$ cat src/rtl/mux_scan_serializer_pkg.sv
// ----------------------------------------------------------------------------
// mux_scan_serializer_pkg : shared state encoding, log2 and length clamp helper
// Revision: 1.0
// ----------------------------------------------------------------------------
`default_nettype none

package mux_scan_serializer_pkg;

  typedef enum logic [1:0] {
    IDLE   = 2'd0,
    SHIFT  = 2'd1,
    DRAIN  = 2'd2,
    PARITY = 2'd3
  } state_e;

  // Number of bits needed to represent value (at least 1).
  function automatic int log2(input int value);
    int bits;
    bits = 1;
    while ((1 << bits) <= value) begin
      bits = bits + 1;
    end
    return bits;
  endfunction

  function automatic int clamp_len(input int len, input int width);
    if ((len == 0) || (len > width)) begin
      return width;
    end
    return len;
  endfunction

endpackage

`default_nettype wire

$ cat src/rtl/mux_scan_serializer.sv
// ----------------------------------------------------------------------------
// mux_scan_serializer : drives an external WIDTH-bit bit-select mux LSB first
// and registers each selected bit onto a valid/ready serial stream.
// Optional macro SER_PARITY_EN appends an even-parity beat per word.
// Revision: 1.0
// ----------------------------------------------------------------------------
`default_nettype none

module mux_scan_serializer
  import mux_scan_serializer_pkg::*;
#(
  parameter int WIDTH     = 64,
  parameter int LOG_WIDTH = log2(WIDTH - 1)
) (
  input  logic                 clk,
  input  logic                 rst_n,
  input  logic [WIDTH-1:0]     in_data,
  input  logic [LOG_WIDTH:0]   in_len,
  input  logic                 in_valid,
  output logic                 in_ready,
  output logic [WIDTH-1:0]     mux_data,
  output logic [LOG_WIDTH-1:0] mux_sel,
  input  logic                 mux_out,
  output logic                 ser_bit,
  output logic                 ser_valid,
  input  logic                 ser_ready,
  output logic                 ser_last,
  output logic                 busy
);

  localparam int LW = LOG_WIDTH + 1;

  state_e               state_q, state_d;
  logic [WIDTH-1:0]     mux_data_q, mux_data_d;
  logic [LOG_WIDTH-1:0] sel_q, sel_d;
  logic [LW-1:0]        len_q, len_d;
  logic                 settle_q, settle_d;
  logic                 ser_bit_q, ser_bit_d;
  logic                 ser_valid_q, ser_valid_d;
  logic                 ser_last_q, ser_last_d;
  logic                 in_ready_q, in_ready_d;
  logic                 busy_q, busy_d;
`ifdef SER_PARITY_EN
  logic                 par_q, par_d;
`endif

  logic          out_free;
  logic          last_idx;
  logic [LW-1:0] eff_len;

  assign eff_len  = LW'(clamp_len(int'(in_len), WIDTH));
  assign out_free = !ser_valid_q || ser_ready;
  assign last_idx = ({1'b0, sel_q} == (len_q - LW'(1)));

  always_comb begin
    state_d     = state_q;
    mux_data_d  = mux_data_q;
    sel_d       = sel_q;
    len_d       = len_q;
    settle_d    = 1'b0;
    ser_bit_d   = ser_bit_q;
    ser_valid_d = ser_valid_q;
    ser_last_d  = ser_last_q;
`ifdef SER_PARITY_EN
    par_d       = par_q;
`endif

    if (ser_valid_q && ser_ready) begin
      ser_valid_d = 1'b0;
      ser_last_d  = 1'b0;
    end

    case (state_q)
      IDLE: begin
        if (in_valid && in_ready_q) begin
          mux_data_d = in_data;
          len_d      = eff_len;
          sel_d      = '0;
          // One cycle for the external mux to settle on the new word.
          settle_d   = 1'b1;
          state_d    = SHIFT;
`ifdef SER_PARITY_EN
          par_d      = 1'b0;
`endif
        end
      end

      SHIFT: begin
        if (!settle_q && out_free) begin
          ser_bit_d   = mux_out;
          ser_valid_d = 1'b1;
`ifdef SER_PARITY_EN
          par_d       = par_q ^ mux_out;
`endif
          if (last_idx) begin
`ifdef SER_PARITY_EN
            state_d    = PARITY;
`else
            ser_last_d = 1'b1;
            state_d    = DRAIN;
`endif
          end else begin
            sel_d = sel_q + LOG_WIDTH'(1);
          end
        end
      end

`ifdef SER_PARITY_EN
      PARITY: begin
        if (out_free) begin
          ser_bit_d   = par_q;
          ser_valid_d = 1'b1;
          ser_last_d  = 1'b1;
          state_d     = DRAIN;
        end
      end
`endif

      DRAIN: begin
        if (ser_valid_q && ser_ready && ser_last_q) begin
          state_d = IDLE;
        end
      end

      default: state_d = IDLE;
    endcase

    in_ready_d = (state_d == IDLE);
    busy_d     = (state_d != IDLE);
  end

  always_ff @(posedge clk or negedge rst_n) begin
    if (!rst_n) begin
      state_q     <= IDLE;
      mux_data_q  <= '0;
      sel_q       <= '0;
      len_q       <= '0;
      settle_q    <= 1'b0;
      ser_bit_q   <= 1'b0;
      ser_valid_q <= 1'b0;
      ser_last_q  <= 1'b0;
      in_ready_q  <= 1'b0;
      busy_q      <= 1'b0;
`ifdef SER_PARITY_EN
      par_q       <= 1'b0;
`endif
    end else begin
      state_q     <= state_d;
      mux_data_q  <= mux_data_d;
      sel_q       <= sel_d;
      len_q       <= len_d;
      settle_q    <= settle_d;
      ser_bit_q   <= ser_bit_d;
      ser_valid_q <= ser_valid_d;
      ser_last_q  <= ser_last_d;
      in_ready_q  <= in_ready_d;
      busy_q      <= busy_d;
`ifdef SER_PARITY_EN
      par_q       <= par_d;
`endif
    end
  end

  assign in_ready  = in_ready_q;
  assign mux_data  = mux_data_q;
  assign mux_sel   = sel_q;
  assign ser_bit   = ser_bit_q;
  assign ser_valid = ser_valid_q;
  assign ser_last  = ser_last_q;
  assign busy      = busy_q;

endmodule

`default_nettype wire

$ cat config.mk
export PLATFORM = sky130hd
export DESIGN_NAME = mux_scan_serializer
export DESIGN_NICKNAME = d
export VERILOG_FILES = /design/src/rtl/mux_scan_serializer_pkg.sv /design/src/rtl/mux_scan_serializer.sv
export SDC_FILE = /design/constraint.sdc
export NUM_CORES = 1
export LEC_CHECK = 0
export ABC_AREA = 1
export CORE_MARGIN = 2
export CORE_UTILIZATION = 40
export DETAILED_ROUTE_END_ITERATION = 16
export DONT_BUFFER_PORTS = 1
export PLACE_DENSITY = 0.59
export SLEW_MARGIN = 20
export SYNTH_ARGS = -nofsm -noshare
export SYNTH_HDL_FRONTEND = slang
export SYNTH_SLANG_ARGS = --single-unit
$ cat constraint.sdc
create_clock -name clk -period 1.4 [get_ports clk]
set_input_delay 0.42 -clock clk [delete_from_list [all_inputs] [get_ports clk]]
set_output_delay 0.42 -clock clk [all_outputs]
set_load 0.02 [all_outputs]
* After elaboration in Yosys (flattened, before gate mapping) *
Index checks and enable logic that the tools add are counted.

cells by class
  add/sub/neg operators = 2
  $lt $le $gt $ge = 1
  equal/unequal tests = 6
  mux-type cells = 21
  reduce and logical (&&, ||, !) cells = 16

operator list
  cell                                                                   number
  6-bit 2-to-1 mux                                                       3
  7-bit 2-to-1 mux                                                       2
  6-bit one-hot mux with 2 select lines                                  1
  1-bit 2-to-1 mux                                                       10
  2-bit 2-to-1 mux                                                       4
  6-bit by 7-bit equality test with 1-bit output                         1
  7-bit greater-than comparator, second input constant                   1
  7-bit logical NOT                                                      1
  7-bit by 1-bit subtractor with 7-bit output, second input constant     1
  6-bit by 1-bit adder with 6-bit output, second input constant          1
  2-bit != test, second input constant                                   3
  2-bit one-hot mux with 3 select lines                                  1
  1-bit logical AND                                                      4
  2-bit logical NOT                                                      2
  2-bit AND reduction                                                    2
  4-bit AND reduction                                                    1
  2-bit nonzero test                                                     2
  2-bit by 1-bit equality test with 1-bit output, second input constant  1
  2-bit equality test, second input constant                             1
  1-bit logical NOT                                                      2
  1-bit logical OR                                                       2

word-level totals
  flip-flop bits (word level) = 85
  input port bits = 76
  output and inout bits = 75
  word-level logic and storage cells = 56

* Logic depth before layout (Yosys ltp) *
Gate-level depths: netlist of run 1.

  depth after elaboration = 6
  gate-level depth with buffers = 13
  mapped depth without buffers = 13

* Worst setup path before layout of run 1 *
No wires, ideal clock.

  path type = register to register
  start = register len_q[0]
  end = register busy_q, in the netlist busy
  library setup time = 121 ps
  arrival time = 1449 ps
  data required time = 1279 ps
  path slack = -170 ps
  cell stages (with the launch flop) = 12
  buffers on the path = 0
  period minus slack after synthesis = 1570 ps
  cell sequence = dfrtp_1 -> inv_1 -> ha_1 -> nand2_2 -> nor2_1 -> nand2_1 -> nand2_1 -> nand2_2 -> nor2_4 -> nand3_1 -> a21oi_1 -> nand2_1

on the way
  word-level cells in the longest chain between the ends = 6

ends and longest elaborated chain
  element                                         line                        RTL
  start: declaration                              mux_scan_serializer.sv:36   logic [LW-1:0] len_q, len_d;
  start signal: assignment                        mux_scan_serializer.sv:151  len_q <= len_d;
  7-bit by 1-bit subtractor with 7-bit output     mux_scan_serializer.sv:53   assign last_idx = ({1'b0, sel_q} == (len_q - LW'(1)));
  6-bit by 7-bit equality test with 1-bit output  mux_scan_serializer.sv:53
  2-bit 2-to-1 mux                                mux_scan_serializer.sv:95   if (last_idx) begin
  2-bit 2-to-1 mux                                mux_scan_serializer.sv:89   if (!settle_q && out_free) begin
  2-bit one-hot mux with 3 select lines           mux_scan_serializer.sv:73   case (state_q)
  2-bit nonzero test                              mux_scan_serializer.sv:129  busy_d = (state_d != IDLE);
  named net busy_d                                mux_scan_serializer.sv:42   logic busy_q, busy_d;
  end signal: assignment                          mux_scan_serializer.sv:157  busy_q <= busy_d;
  end: declaration                                mux_scan_serializer.sv:42

The timed path passes the listed nets, and every way through them passes these cells.
A chain may end at the register's enable or synchronous reset.

* Worst setup path in the final report of run 1 *
  start = register len_q[1]
  end = register in_ready_q, in the netlist in_ready

on the way
  word-level cells in the longest chain between the ends = 6

ends and longest elaborated chain
  element                                         line                        RTL
  7-bit by 1-bit subtractor with 7-bit output     mux_scan_serializer.sv:53
  6-bit by 7-bit equality test with 1-bit output  mux_scan_serializer.sv:53
  2-bit 2-to-1 mux                                mux_scan_serializer.sv:95
  2-bit 2-to-1 mux                                mux_scan_serializer.sv:89
  2-bit one-hot mux with 3 select lines           mux_scan_serializer.sv:73
  named net state_d[0]                            mux_scan_serializer.sv:33   state_e state_q, state_d;
  2-bit logical NOT                               mux_scan_serializer.sv:128  in_ready_d = (state_d == IDLE);
  named net in_ready_d                            mux_scan_serializer.sv:41   logic in_ready_q, in_ready_d;
  end signal: assignment                          mux_scan_serializer.sv:156  in_ready_q <= in_ready_d;
  end: declaration                                mux_scan_serializer.sv:41

The timed path passes the listed nets, and every way through them passes these cells.

==> results of run 1 <==
-- final timing paths --
check	startpoint	end	cells past startpoint
max in group asynchronous	rst_n	len_q[2]	0
max	len_q[1]	in_ready	12
min reg2reg	len_q[6]	len_q[6]	2
min	rst_n	mux_data[10]	0
max reg2reg	len_q[1]	in_ready	12
min in group clk	in_data[31]	mux_data[31]	2
-- power breakdown --
part           leakage, nW  internal, mW  total, mW  switching (mW)
sequential            1.06          3.60       5.73            2.13
clock                0.114          1.19       2.09           0.896
combinational         1.21          1.50       3.34            1.83
-- layout by cell type (no fill, tap or decap), types with 2 or more instances in the layout --
master / n
nor2_4: 4
nor2_1: 9
nand2_2: 12
nand2_4: 2
buf_6: 13
nand4_1: 6
inv_2: 11
inv_1: 12
xnor2_1: 2
dfrtp_1: 84
xor2_1: 4
nor2_2: 5
nand3_1: 7
o22ai_1: 4
nand2_1: 247
nand3_2: 2
buf_4: 33
nand3_4: 2
clkbuf_8: 9
bufinv_16: 3
-- final cells by class --
class | instances | area [um^2] | share of cell area
inverters | 24 | 92.6 | 0.0206
repair buffers | 48 | 439 | 0.0979
clock buffers | 10 | 128 | 0.0285
clock inverters | 5 | 109 | 0.0243
flip-flops and latches | 85 | 2130 | 0.475
multi-input cells | 317 | 1450 | 0.324
well taps | 108 | 135 | 0.0301
-- through the flow --
step	area (um^2)	hold slack [ps]	power, mW	cells
after global placement	4010	126	8.63	569
after detailed placement	4010	126	8.72	569
after CTS	4360	-268	11.1	591
after floorplan	3660	124	7.64	441
final	4480	-240	11.2	597
after global routing	4480	-284	11.9	597
-- layer usage --
layer,wire length (um),vias up,share of wire
li1,-,1428,-
met4,209,0,0.024
met5,0,-,0
met1,3730,1346,0.43
met3,479,17,0.055
met2,4240,95,0.49
-- kinds of logic after synthesis --
kind of cell	count (synthesis)
XOR/XNOR	6
AND/OR/NAND/NOR	299
buffers and inverters	39
AO/OA/AOI/OAI	9
multiplexers	1
adder cells (fa/ha/maj)	2
flip-flops	85
-- repair_timing --
item,4_1_cts,5_1_grt
setup endpoints to repair,39,88
gates resized for setup,17,21
hold endpoints to repair,85,85
cloned,0,1
setup buffers,7,6
pin swaps,7,8
-- sequential cells by signal, indices dropped and copies added (netlist names) --
name       count
len_q          7
mux_data      64
settle_q       1
ser_bit        1
ser_last       1
state_q        2
mux_sel        6
ser_valid      1
in_ready       1
busy           1
==> impl_metrics.tcl, run 1 <==
set metrics [dict create \
    fp.dieW_um 99.4 \
    syn-cell-area_um2 3640 \
    ys_top_cells_by_area "dfrtp_1 58%, nand2_1 26%, inv_1 1.6%" \
    run_status "finished, violations left" \
    yosys-top-cells-count "256 x nand2_1, 85 x dfrtp_1, 16 x inv_1" \
    yosysMostFrequentCell "nand2_1" \
    grt_max_degree 86 \
    dieHeight_um 99.4 \
    rows 34 \
    setup.worst_path.start_class "flop" \
    vias 2886 \
    synth-seq-cells 85 \
    yosysSeqAreaShare 0.584 \
    yosys.area_share.simple 0.333 \
    r2r_slack_ps -170 \
    worstSkewPairLatency_ps 350 \
    critPathTopFamily "simple AND/OR/NAND/NOR gates" \
    worstPathArrival_ps 1860 \
    synth_top_family_by_area "simple AND/OR/NAND/NOR gates" \
    tns_ps -1490 \
    async_flop_share 1.00 \
    use_met3 0.0478 \
    drc_errors 0 \
    cts_sinks 85 \
    avgSynthCellArea_um2 8.26 \
    pre_cts_slack_ps -227 \
    power_density_nw_per_um2 2490 \
    drtIter0Drc 88 \
    pin_count 151 \
    dieArea_um2 9890 \
    max_freq_mhz 635 \
    min_period_over_period 1.12 \
    final_net_count 563 \
    synth_top_area_cell "dfrtp_1" \
    max_slew_margin 0.786 \
    fin_crit_ps 1570 \
    finalClockSkew_ps 8.62 \
    routed_via_density 4.83 \
    muxShareOfSynthArea 0.00309 \
    clockBufferDepth 2 \
    drive_above_1_share 0.217 \
    syn_inst 441 \
    grt_pass1_vias 2883 \
    worst-path-buf-inv 3 \
    ys.flop_type "dfrtp_1" \
    gp_congestion 0.911 \
    synth_cell_types 24 \
    layout_setup_ws_ps -174 \
    hold_class "primary input to async pin" \
    h-tree-depth 3 \
    cp_common_cell "nand2_2" \
    synth_top_cell_area_share 0.584 \
    core_um2 8760 \
    violations "hold timing, setup timing" \
    start_util 0.416 \
    n_antenna_cell 0 \
    grt-busiest-layer "met2" \
    met2_usage 0.284 \
    final_core_util 0.512 \
    synth_edf_count 0 \
    leakagePower_nw 2.39 \
    clk_pin_slew_ps 90 \
    crit_path_max_fanout 4 \
    routedWlPerCell_um 14.5 \
    grt_setup_unrepaired "yes" \
    syn_nets 519 \
    crit_type "flop to flop" \
    synth_compound_area_frac 0.0148 \
    slowest_delay_ps 390 \
    wirelength_um 8660 \
    cts_buffers 9 \
    slew_violations 0 \
    cap_violations 0 \
    area_growth_syn_to_layout_pct 23.1 \
    cp_cell_sequence "inv_2 -> buf_4 -> nand2_2 -> nor2_4 -> nand3_2 -> nand2_2 -> inv_2 -> nor2_4 -> nand3_2 -> nand2_2 -> nand2_2 -> nor2_2" \
    dp.final_hpwl_um 6050 \
    grt_pass1_wl_um 13800 \
    vdd_drop_max_v 0.00108 \
    synth_xor_area_frac 0.0144 \
    finalSetupViolations 14 \
    cts_tree "done" \
    yosysWarningCount 0 \
    antenna_found_initial 0 \
    crit_path_end_kind "flop" \
    use_met1 0.222 \
    slowest_stage "dfrtp_1" \
    root_buffer "clkbuf_8" \
    ant_nets 0 \
    grt_use_total 0.177 \
    tightest_slew_ps 319 \
    required_ps 1680 \
    grt_overflow_total 0 \
    first_pass_iters 4 \
    hold_viol 85 \
    hold_slack_ps -240 \
    final.fill_count 840 \
    synthAdderAreaFrac 0.00687 \
    io_buffers 0 \
]
No activity file was read; power rests on OpenSTA's default activity.
==> inputs of run 2 (changes only) <==
--- a/config.mk
+++ b/config.mk
@@ -6,6 +6,7 @@
 export NUM_CORES = 1
 export LEC_CHECK = 0
 export ABC_AREA = 1
+export CORE_ASPECT_RATIO = 0.7
 export CORE_MARGIN = 2
 export CORE_UTILIZATION = 40
 export DETAILED_ROUTE_END_ITERATION = 16
==> run 2 against run 1 <==
Compared with the run above:
- the run still ends with hold timing, setup timing left
- non-clock buffer count decreased by 13
- cell area is the same
- utilization down 1.1 points
- first-iteration DRC count grew 140%
- global-route usage grew 0.33 points
- power rose by 1.5%
- clock power grew 16%
- worst hold slack improved by 14 ps
- worst setup slack got worse by 29 ps
- critical path type unchanged
- highest routed layer unchanged
==> impl_metrics.tcl, run 2 (same netlist as run 1, synthesis figures left out) <==
set metrics [dict create \
    leakagePower_nw 2.37 \
    hold_class "primary input to async pin" \
    crit_path_max_fanout 5 \
    run_status "finished, violations left" \
    drtIter0Drc 211 \
    slew_violations 0 \
    setup.worst_path.start_class "flop" \
    finalSetupViolations 11 \
    cap_violations 0 \
    vias 2869 \
    final_common_cell "nand2_1" \
    drc_errors 0 \
    final_net_count 550 \
    dp.cells 577 \
    tightest_slew_ps 300 \
    grt_pass1_vias 2875 \
    cts_buffers 9 \
    layout_common_cells "251 x nand2_1, 84 x dfrtp_1, 23 x buf_4" \
    cts_sinks 85 \
    area_growth_syn_to_layout_pct 23.1 \
    cts_tree "done" \
    crit_path_end_kind "flop" \
    grt_use_total 0.180 \
    cp_common_cell "nand2_1" \
    ant_nets 0 \
    layout_setup_ws_ps -203 \
    antenna_found_initial 0 \
    grt_overflow_total 0 \
    h-tree-depth 3 \
    worst-path-buf-inv 2 \
    hold_slack_ps -226 \
    max_slew_margin 0.799 \
    fin_crit_ps 1600 \
    grt_max_degree 86 \
    n_antenna_cell 0 \
    critPathTopFamily "simple AND/OR/NAND/NOR gates" \
    drive_above_1_share 0.178 \
    dpl_cell_area_um2 4000 \
    clk_pin_slew_ps 60 \
    violations "hold timing, setup timing" \
    grt_pass1_wl_um 14100 \
    vdd_drop_max_v 0.00109 \
    min_period_over_period 1.15 \
    hold_viol 85 \
    root_buffer "clkbuf_16" \
    wirelength_um 8720 \
    slowest_delay_ps 390 \
    clockBufferDepth 2 \
    dp.final_hpwl_um 5880 \
    fp.dieW_um 118 \
    worstPathArrival_ps 1830 \
    gp_congestion 0.899 \
    power_density_nw_per_um2 2530 \
    pin_count 151 \
    rows 29 \
    grt_setup_unrepaired "yes" \
    max_freq_mhz 624 \
    required_ps 1630 \
    routedWlPerCell_um 14.5 \
    io_buffers 0 \
    dieArea_um2 9900 \
    instances_no_fill 601 \
    worstSkewPairLatency_ps 340 \
    slowest_stage "dfrtp_1" \
    core_um2 8960 \
    first_pass_iters 7 \
    routed_via_density 4.77 \
    final_cell_area_um2 4480 \
    finalClockSkew_ps 4.87 \
    start_util 0.406 \
    cp_cell_sequence "inv_2 -> ha_4 -> inv_1 -> nand2_1 -> nand3b_1 -> nand2_1 -> nand2_2 -> nor2_4 -> nand2_1 -> nand4_1 -> nand2_1" \
    dieHeight_um 83.8 \
    largest_register_ffs 64 \
    crit_type "flop to flop" \
]
[run 2: cell type report]
cell class                      count  area, um^2
Multi-Input combinational cell    317        1430
Sequential cell                    85        2130
Timing Repair Buffer               35         370
Inverter                           24        92.6
Fill cell                         860        4480
Clock inverter                      6        70.1
Tap cell                          124         155
Clock buffer                       10         239
[run 2: worst register-to-register path, delay by kind of cell, from the launching register on]
kind / cells / cell delay, ps
adders and majority gates: 1 / 150
buffers and inverters: 2 / 120
DFF: 1 / 390
and+or+nand+nor: 8 / 830
[run 2: timing repair]
| action | CTS | global route |
|---|---|---|
| endpoints found under the hold margin | 85 | 85 |
| setup endpoints to repair | 13 | 63 |
| pin swaps | 6 | 1 |
| gates resized for setup | 10 | 12 |
| cloned | 0 | 2 |
| setup buffers | 4 | 3 |
[run 2: layer usage]
metal	wire length, um	GRT usage
met4	129	0.0613
met5	0	0
met2	4010	0.275
met3	720	0.0704
met1	3860	0.236
[run 2: where the power goes]
| part | internal (mW) | total [mW] | switching [mW] |
|---|---|---|---|
| clock | 1.44 | 2.43 | 0.986 |
| sequential | 3.61 | 5.73 | 2.12 |
| combinational | 1.36 | 3.17 | 1.81 |
| total | 6.40 | 11.3 | 4.92 |
[run 2: worst paths after layout]
check | depth (start not counted) | slack (ps) | from | endpoint
worst max-delay path | 11 | -200 | len_q[1] | mux_sel[2]
worst min-delay path | 0 | -230 | rst_n | len_q[5]
worst max register to register | 11 | -200 | len_q[1] | mux_sel[2]
worst min register to register | 3 | 570 | settle_q | ser_valid
max in group asynchronous | 0 | 1470 | rst_n | mux_data[42]
min in group clk | 2 | 190 | in_data[12] | mux_data[12]
[run 2: metrics by stage]
stage	setup WS, ps	hold WS, ps	utilization	total power, mW	setup TNS (ps)
6_report	-203	-226	0.500	11.3	-1890
2_1_floorplan	-115	124	-	7.64	-863
4_1_cts	-156	-239	0.489	11.3	-1390
5_1_grt	-365	-249	0.500	12.1	-3360
3_3_place_gp	-139	126	0.447	8.58	-1060
3_5_place_dp	-180	126	0.447	8.66	-1590
